--- config.mk ---
export PLATFORM = sky130hd
export DESIGN_NAME = mult_bist_ctrl
export DESIGN_NICKNAME = d
export VERILOG_FILES = /design/src/rtl/mult_bist_ctrl.sv
export SDC_FILE = /design/constraint.sdc
export NUM_CORES = 1
export LEC_CHECK = 0
export CAP_MARGIN = 20
export CORE_MARGIN = 2
export CORE_UTILIZATION = 53
export DETAILED_ROUTE_END_ITERATION = 7
export MAX_ROUTING_LAYER = met4
export PLACE_DENSITY = 0.81
export REMOVE_ABC_BUFFERS = 1
export SLEW_MARGIN = 20
export SYNTH_ARGS = -nofsm -noshare
export SYNTH_HDL_FRONTEND = slang
export SYNTH_SLANG_ARGS = --single-unit
--- constraint.sdc ---
create_clock -name clk -period 5.1 [get_ports clk]
set_input_delay 1.275 -clock clk [delete_from_list [all_inputs] [get_ports clk]]
set_output_delay 1.275 -clock clk [all_outputs]
set_load 0.02 [all_outputs]
--- src/rtl/mult_bist_ctrl.sv ---
// rtl/mult_bist_ctrl.sv - built-in self-test controller for a signed WIDTH x WIDTH multiplier
//
// Drives a multiplier with three directed operand pairs, then NUM_VECTORS
// pseudo-random pairs from a 32-bit Galois LFSR. Checks every returned product
// against a signed reference delayed by LATENCY+1 edges. Reports done, pass and
// a saturating error count.
//
// Optional feature macro: MULT_BIST_FAIL_CAPTURE_EN
//   defined   : fail_a/fail_b/fail_product hold the first mismatch of a run
//   undefined : fail_* are tied to zero
//
// Ports:
//   clk          in   rising-edge clock
//   rst_n        in   asynchronous active-low reset
//   start        in   single-cycle run request (ignored while busy)
//   mult_a       out  registered signed operand A to the multiplier
//   mult_b       out  registered signed operand B to the multiplier
//   mult_product in   signed 2*WIDTH product from the multiplier
//   busy         out  run in progress
//   done         out  sticky run-complete flag
//   pass         out  done and no mismatches
//   err_count    out  saturating mismatch count
//   fail_a       out  operand A of the first mismatch
//   fail_b       out  operand B of the first mismatch
//   fail_product out  product observed at the first mismatch
`timescale 1ns/1ps

module mult_bist_ctrl #(
  parameter int          WIDTH       = 8,
  parameter int          NUM_VECTORS = 50,
  parameter int          LATENCY     = 0,
  parameter logic [31:0] SEED        = 32'hACE1_2468
) (
  input  logic                 clk,
  input  logic                 rst_n,
  input  logic                 start,
  output logic [WIDTH-1:0]     mult_a,
  output logic [WIDTH-1:0]     mult_b,
  input  logic [2*WIDTH-1:0]   mult_product,
  output logic                 busy,
  output logic                 done,
  output logic                 pass,
  output logic [15:0]          err_count,
  output logic [WIDTH-1:0]     fail_a,
  output logic [WIDTH-1:0]     fail_b,
  output logic [2*WIDTH-1:0]   fail_product
);

  localparam int          PW        = 2 * WIDTH;
  localparam logic [31:0] LFSR_MASK = 32'h8020_0003;

  typedef enum logic [2:0] {
    IDLE  = 3'd0,
    DIR   = 3'd1,
    RND   = 3'd2,
    DRAIN = 3'd3,
    DONE  = 3'd4
  } state_t;

  state_t          state;
  logic [1:0]      dir_idx;
  logic [15:0]     rnd_cnt;
  logic [15:0]     drain_cnt;
  logic [31:0]     lfsr;

  // Check pipeline: stage 0 is loaded on the issue edge, stage LATENCY is the
  // tail that lines up with the product currently on mult_product.
  logic [LATENCY:0] pv;
  logic [PW-1:0]    pexp [LATENCY+1];

  logic             issue;
  logic             start_edge;
  logic             mism;
  logic [WIDTH-1:0] na;
  logic [WIDTH-1:0] nb;

  function automatic logic [WIDTH-1:0] max_pos();
    return {1'b0, {(WIDTH-1){1'b1}}};
  endfunction

  // Directed constants are truncated to WIDTH so narrow builds stay legal.
  function automatic logic [WIDTH-1:0] dir_a(input logic [1:0] idx);
    logic [31:0] m5;
    m5 = 32'hFFFF_FFFB;
    case (idx)
      2'd0:    return '0;
      2'd1:    return max_pos();
      default: return m5[WIDTH-1:0];
    endcase
  endfunction

  function automatic logic [WIDTH-1:0] dir_b(input logic [1:0] idx);
    logic [31:0] c15;
    logic [31:0] c10;
    c15 = 32'd15;
    c10 = 32'd10;
    case (idx)
      2'd0:    return c15[WIDTH-1:0];
      2'd1:    return max_pos();
      default: return c10[WIDTH-1:0];
    endcase
  endfunction

  function automatic logic [PW-1:0] smul(input logic [WIDTH-1:0] a, input logic [WIDTH-1:0] b);
    logic signed [PW-1:0] ea;
    logic signed [PW-1:0] eb;
    ea = $signed(a);
    eb = $signed(b);
    return ea * eb;
  endfunction

  function automatic logic [31:0] lfsr_step(input logic [31:0] s);
    logic [31:0] n;
    n = s >> 1;
    if (s[0]) n = n ^ LFSR_MASK;
    return n;
  endfunction

  assign start_edge = start && ((state == IDLE) || (state == DONE));
  assign mism       = pv[LATENCY] && (mult_product != pexp[LATENCY]);
  assign pass       = done && (err_count == 16'd0);

  // Next operand pair; IDLE/DONE with start issues directed vector 0 directly.
  always_comb begin
    issue = 1'b0;
    na    = mult_a;
    nb    = mult_b;
    case (state)
      IDLE, DONE: begin
        if (start) begin
          issue = 1'b1;
          na    = dir_a(2'd0);
          nb    = dir_b(2'd0);
        end
      end
      DIR: begin
        issue = 1'b1;
        na    = dir_a(dir_idx);
        nb    = dir_b(dir_idx);
      end
      RND: begin
        issue = 1'b1;
        na    = lfsr[WIDTH-1:0];
        nb    = lfsr[2*WIDTH-1:WIDTH];
      end
      default: ;
    endcase
  end

  always_ff @(posedge clk or negedge rst_n) begin
    if (!rst_n) begin
      state     <= IDLE;
      dir_idx   <= 2'd0;
      rnd_cnt   <= 16'd0;
      drain_cnt <= 16'd0;
      lfsr      <= SEED;
      mult_a    <= '0;
      mult_b    <= '0;
      busy      <= 1'b0;
      done      <= 1'b0;
      err_count <= 16'd0;
      pv        <= '0;
      for (int i = 0; i <= LATENCY; i++) pexp[i] <= '0;
    end else begin
      for (int i = LATENCY; i > 0; i--) begin
        pv[i]   <= pv[i-1];
        pexp[i] <= pexp[i-1];
      end
      pv[0]   <= issue;
      pexp[0] <= smul(na, nb);

      if (issue) begin
        mult_a <= na;
        mult_b <= nb;
      end

      if (mism && (err_count != 16'hFFFF)) err_count <= err_count + 16'd1;

      case (state)
        IDLE, DONE: begin
          // Placed after the check so the run-start clear takes priority.
          if (start) begin
            state     <= DIR;
            dir_idx   <= 2'd1;
            busy      <= 1'b1;
            done      <= 1'b0;
            err_count <= 16'd0;
            lfsr      <= SEED;
          end
        end
        DIR: begin
          if (dir_idx == 2'd2) begin
            state   <= RND;
            rnd_cnt <= 16'd0;
          end else begin
            dir_idx <= dir_idx + 2'd1;
          end
        end
        RND: begin
          lfsr <= lfsr_step(lfsr);
          if (rnd_cnt == 16'(NUM_VECTORS - 1)) begin
            state     <= DRAIN;
            drain_cnt <= 16'd0;
          end else begin
            rnd_cnt <= rnd_cnt + 16'd1;
          end
        end
        DRAIN: begin
          // The last vector reaches the tail LATENCY edges after entering DRAIN.
          if (drain_cnt == 16'(LATENCY)) begin
            state <= DONE;
            busy  <= 1'b0;
            done  <= 1'b1;
          end else begin
            drain_cnt <= drain_cnt + 16'd1;
          end
        end
        default: state <= IDLE;
      endcase
    end
  end

`ifdef MULT_BIST_FAIL_CAPTURE_EN
  logic [WIDTH-1:0] pa [LATENCY+1];
  logic [WIDTH-1:0] pb [LATENCY+1];

  always_ff @(posedge clk or negedge rst_n) begin
    if (!rst_n) begin
      fail_a       <= '0;
      fail_b       <= '0;
      fail_product <= '0;
      for (int i = 0; i <= LATENCY; i++) begin
        pa[i] <= '0;
        pb[i] <= '0;
      end
    end else begin
      for (int i = LATENCY; i > 0; i--) begin
        pa[i] <= pa[i-1];
        pb[i] <= pb[i-1];
      end
      pa[0] <= na;
      pb[0] <= nb;

      if (start_edge) begin
        fail_a       <= '0;
        fail_b       <= '0;
        fail_product <= '0;
      end else if (mism && (err_count == 16'd0)) begin
        fail_a       <= pa[LATENCY];
        fail_b       <= pb[LATENCY];
        fail_product <= mult_product;
      end
    end
  end
`else
  assign fail_a       = '0;
  assign fail_b       = '0;
  assign fail_product = '0;
`endif

endmodule

Yosys cells after proc, flatten, opt, wreduce, memory -nomap -nowiden
Index checks and enable logic that the tools add are counted.
{"block": "op_classes", "addsub": 4, "mul": 1, "n_eq_ne": 16, "mux": 34, "bitwise": 1, "n_reduce_logical": 20}
{"operator": "16-bit two-way mux", "n": 7}
{"operator": "32-bit two-way mux", "n": 2}
{"operator": "16-bit case mux with 2 select lines", "n": 2}
{"operator": "32-bit case mux with 2 select lines", "n": 1}
{"operator": "16-bit by 1-bit adder with 16-bit output, second input constant", "n": 3}
{"operator": "8-bit case mux with 3 select lines", "n": 2}
{"operator": "16-bit zero test", "n": 2}
{"operator": "16-bit by 6-bit equality test with 1-bit output, second input constant", "n": 1}
{"operator": "8-bit by 8-bit multiplier with 16-bit output", "n": 1}
{"operator": "8-bit two-way mux", "n": 2}
{"operator": "16-bit inequality test", "n": 1}
{"operator": "16-bit inequality test, second input constant", "n": 1}
{"operator": "8-bit case mux with 2 select lines", "n": 1}
{"operator": "2-bit inequality test, second input constant", "n": 7}
{"operator": "7-bit case mux with 2 select lines", "n": 1}
{"operator": "3-bit two-way mux", "n": 4}
{"operator": "3-bit case mux with 4 select lines", "n": 1}
{"operator": "3-bit AND reduction", "n": 4}
{"operator": "2-bit nonzero test", "n": 5}
{"operator": "3-bit by 2-bit equality test with 1-bit output, second input constant", "n": 2}
{"operator": "1-bit case mux with 2 select lines", "n": 3}
{"operator": "1-bit two-way mux", "n": 5}
{"operator": "2-bit two-way mux", "n": 2}
{"operator": "3-bit NOT with 4-bit output", "n": 1}
{"operator": "other kinds (12)", "n": 15}
{"block": "word_totals", "register_bits": 120, "out_inout_bits": 67, "elab_cells": 88}

Depth between registers and ports, before layout
{"block": "depth", "depth_word": 6, "depth_mapped": 24, "depth_no_buf": 22}

Worst setup path before layout
No wires, ideal clock.
{"block": "synth_timing", "path_kind": "in2reg", "startpoint": "input port start", "endpoint": "register pexp[15] in the netlist's numbering", "setup_ns": 0.080, "t_arrival_ns": 5.708, "t_required_ns": 5.020, "path_slack_ns": -0.688, "cell_stages": 21, "path_buffers": 1, "cell_sequence": "nand2_2 -> nand2_4 -> nor2_8 -> buf_6 -> a221oi_4 -> nor2_1 -> fa_1 -> inv_1 -> fa_1 -> inv_1 -> fa_1 -> inv_1 -> fa_1 -> inv_1 -> ha_1 -> o21ai_0 -> o21ai_0 -> a2111oi_2 -> o31ai_1 -> a21oi_1 -> xnor2_1"}
{"block": "synth_between", "elab_chain_cells": 3, "word_cells_on_any_way": 5, "cone_classes": "mul: 1; mux: 4"}
{"element": "from (decl)", "line_no": "36", "text": "input logic start,"}
{"element": "8-bit two-way mux", "line_no": "130", "text": "if (start) begin"}
{"element": "8-bit case mux with 3 select lines", "line_no": "128", "text": "case (state)"}
{"element": "8-bit by 8-bit multiplier with 16-bit output *", "line_no": "109", "text": "return ea * eb;"}
{"element": "to (signal, indexed assignment)", "line_no": "167", "text": "pexp[i] <= pexp[i-1];"}
{"element": "to (decl)", "line_no": "69", "text": "logic [PW-1:0] pexp [LATENCY+1];"}
Mark *: on every way between the ends. The rest lies on a longest branch, timed or not.
A chain may end at the register's enable or synchronous reset.

Worst setup path after layout
Ends and elaborated chain as after synthesis.

==> impl_results.md <==
* Status: finished, violations left
* Failing checks: setup timing
* Die area at 17000 um^2
* Slew Limit Fails at 0
* Routability cong. at around 0.94
* Row count at 46
* Final setup skew at ~14 ps
* Setup ws final at -484 ps
* Tightest Pin Transition at 879 ps
* Number of CTS-inserted buffers at 17
* Critical path type: in2reg
* Sum Neg Setup Slack at -1750 ps
* Remaining antenna violation count after routing at 0
* Hold-fix buffers at CTS at 0
* DRC violations left at 0
* Largest cells by area after synthesis: dfrtp_1 32%, fa_1 13%, ha_1 5.6%, xnor2_1 5.4%, nor2_1 4.4%
* Routed vias/inst at 5.58
* Max-Cap Viols at 0
* Post-synth cell types at 70
* # H-tree levels at 4
* Ant. Diodes at 0
* Sequential area share after synthesis at ~36%
* Reg clk slew, reported paths at around 60 ps
* Req. time, crit path at around 5500 ps
* Post-Route WL at 25.1 mm
* Via count at 7158
* CTS max path bufs at 2
* Layout Utilization at approximately 74%
* Clk Latency, worst-skew pair at between 400 and 500 ps
* HPWL after detailed placement at about 14 mm
* Crit-path cells: buf_12 -> nand2_8 -> nand2_8 -> nor2_4 -> buf_4 -> a221oi_4 -> nand2_1 -> fa_1 -> fa_2 -> inv_2 -> fa_1 -> inv_1 -> fa_2 -> inv_2 -> ha_4 -> nor3_4 -> o21ai_2 -> a2111oi_4 -> o31ai_1 -> a21oi_1 -> xnor2_1
* Mapped Cells at a little over 800
* YS warnings at 0
* Highest clock rate at 0.179 GHz
* Fin nets at ~1200
* Register bit total from synthesis at between 100 and 150
* Hold crit path type: reg2reg
* Area Growth Syn to Fin at 37.0%
* Detailed Route Iter0 Violations at approximately 610
* Die Span X at about 130 um
* CTS Sinks at 120
* Global-route wire length before repair at approximately 37 mm
* Slowest-stage cell, CP: fa_2
* CORE AREA at about 16000 um^2
* Startpoint types: primary input
* Starting Density at a little over half
* Min Clock Period, post-route at about 5600 ps
* Synthesized area per cell at between 10 and 15 um^2
* Total GRT Usage at around 30%
* Async S/R FF share, synth at 100%
* Number of primary I/O pins at between 80 and 90
* Layout cells sized above 1 at 33.6%
* Grt ovf at 0
* Crit Path Max Fanout at 3
* Buffers on Ports at 53
* Die Ht at around 130 um
* DR WL/cell at approximately 20 um
* Pre-antenna DRT Iters at 6
* Setup crit end kind: flop
* Vias in the first global route at 7337
* Top FF cell, synth: dfrtp_1
* Number of synthesized flops with an enable pin at 0
* Max_slew headroom at roughly two fifths
* Max stage delay on crit path at approximately 610 ps
* Root Driver: clkbuf_16
* Area fraction of the dominant cell type after synthesis at 31.6%
* Largest net degree at the start of global routing at 66
* Initial antenna violation count at 0
* Top cell type by total area after synthesis: dfrtp_1
* Count of final setup violators at 8
* RSZ-0062 raised after global routing: true
* Period Utilization, post-route at 109%
* TritonCTS clock tree: yes
* CP arrival at between 5000 and 6000 ps
* Final Hold Vio Count at 0
* Mapped cell area at about 8500 um^2
worst paths after layout:
check,start,end,slack [ps],cells past startpoint
min,lfsr[24]$_DFFE_PN0P_,lfsr[24]$_DFFE_PN0P_,510,1
max in group asynchronous,rst_n,lfsr[16]$_DFFE_PN1P_,3230,2
min reg2reg,lfsr[24]$_DFFE_PN0P_,lfsr[24]$_DFFE_PN0P_,510,1
max,start,pexp[15]$_DFF_PN0_,-480,21
min in group asynchronous,rst_n,rnd_cnt[15]$_DFFE_PN0P_,940,1
max reg2reg,state[1]$_DFFE_PN0P_,pexp[15]$_DFF_PN0_,-440,21
cell families (layout without fill, tap and decap cells):
family / count (synthesis) / in the layout / synth area share (%)
and+or+nand+nor: 275 / 276 / 17.2
xor gates and xnor gates: 65 / 65 / 6.73
muxes: 2 / 2 / 0.237
DFF: 120 / 120 / 35.7
AOI/OAI and AO/OA: 108 / 108 / 12.2
adders and majority gates: 93 / 93 / 18.6
buffers and inverters: 158 / 371 / 9.30
other: 1 / 32 / 0.0443
Yosys cell counts (all sizes together), types with 9 or more instances:
library cell	number
dfrtp	107
buf	46
a22o	18
ha	38
a221oi	13
nor2	107
o21ai	19
nand4	20
nand2	59
fa	55
nand3	18
nor4	9
xnor2	52
inv	106
nor3	22
xor2	13
a21oi	22
dfstp	13
stage by stage:
stage / hold WS (ps) / setup WS, ps / instances / instance area, um^2
final: 508 / -484 / 1283 / 11600
after global routing: 513 / -578 / 1283 / 11600
after CTS: 504 / -207 / 1265 / 11200
after detailed placement: 484 / -1390 / 1171 / 9790
after global placement: 477 / -1280 / 1171 / 9790
after floorplan: 461 / -1430 / 801 / 8190
layout make-up:
cell class,instances,area (um^2)
Multi-Input combinational cell,576,5220
Fill cell,1002,4170
Sequential cell,120,3020
Timing Repair Buffer,233,2110
Clock buffer,19,433
Inverter,106,398
Tap cell,216,270
Clock inverter,13,154
what timing repair did:
item | in CTS | in global routing
pin swaps | 60 | 56
gates cloned | 1 | 0
endpoints found under the setup margin | 10 | 10
gates resized for setup | 83 | 72
buffers inserted | 62 | 32
cells in the final DEF, fill, tap and decap left out, types with 13 or more instances in the layout:
cell type	count
a221oi_4	13
conb_1	32
xnor2_1	52
nand4_1	19
inv_2	29
nand3_1	17
xor2_1	13
nor2_1	87
nand2_1	45
dfrtp_1	107
fa_1	48
a21oi_1	18
a22o_1	17
buf_6	38
dfstp_2	13
buf_4	137
clkdlybuf4s50_1	51
ha_1	28
inv_1	77
clkbuf_16	17
sequential cells by signal, summed over array words and instances (netlist names):
name and count:
mult_a 8, pv 1, lfsr 32, busy 1, err_count 16, drain_cnt 16
pexp 16, mult_b 8, state 3, rnd_cnt 16, done 1, dir_idx 2
routing by layer:
layer / global-route usage, % / wire [um] / up-vias
li1: - / - / 3157
met1: 33.4 / 9360 / 3555
met2: 50.6 / 12800 / 319
met3: 5.70 / 1470 / 127
met4: 15.1 / 1450 / 0
met5: - / 0 / -
worst max-delay path: cells and delay by family:
family | cells | cell delay [ps]
buffers and inverters | 5 | 390
adders and majority gates | 5 | 2320
xor gates and xnor gates | 1 | 150
AOI/OAI and AO/OA | 5 | 1170
and+or+nand+nor | 5 | 630
Power is not shown: default switching activity piles up to over one toggle a cycle in this logic, so the estimate is an artifact.
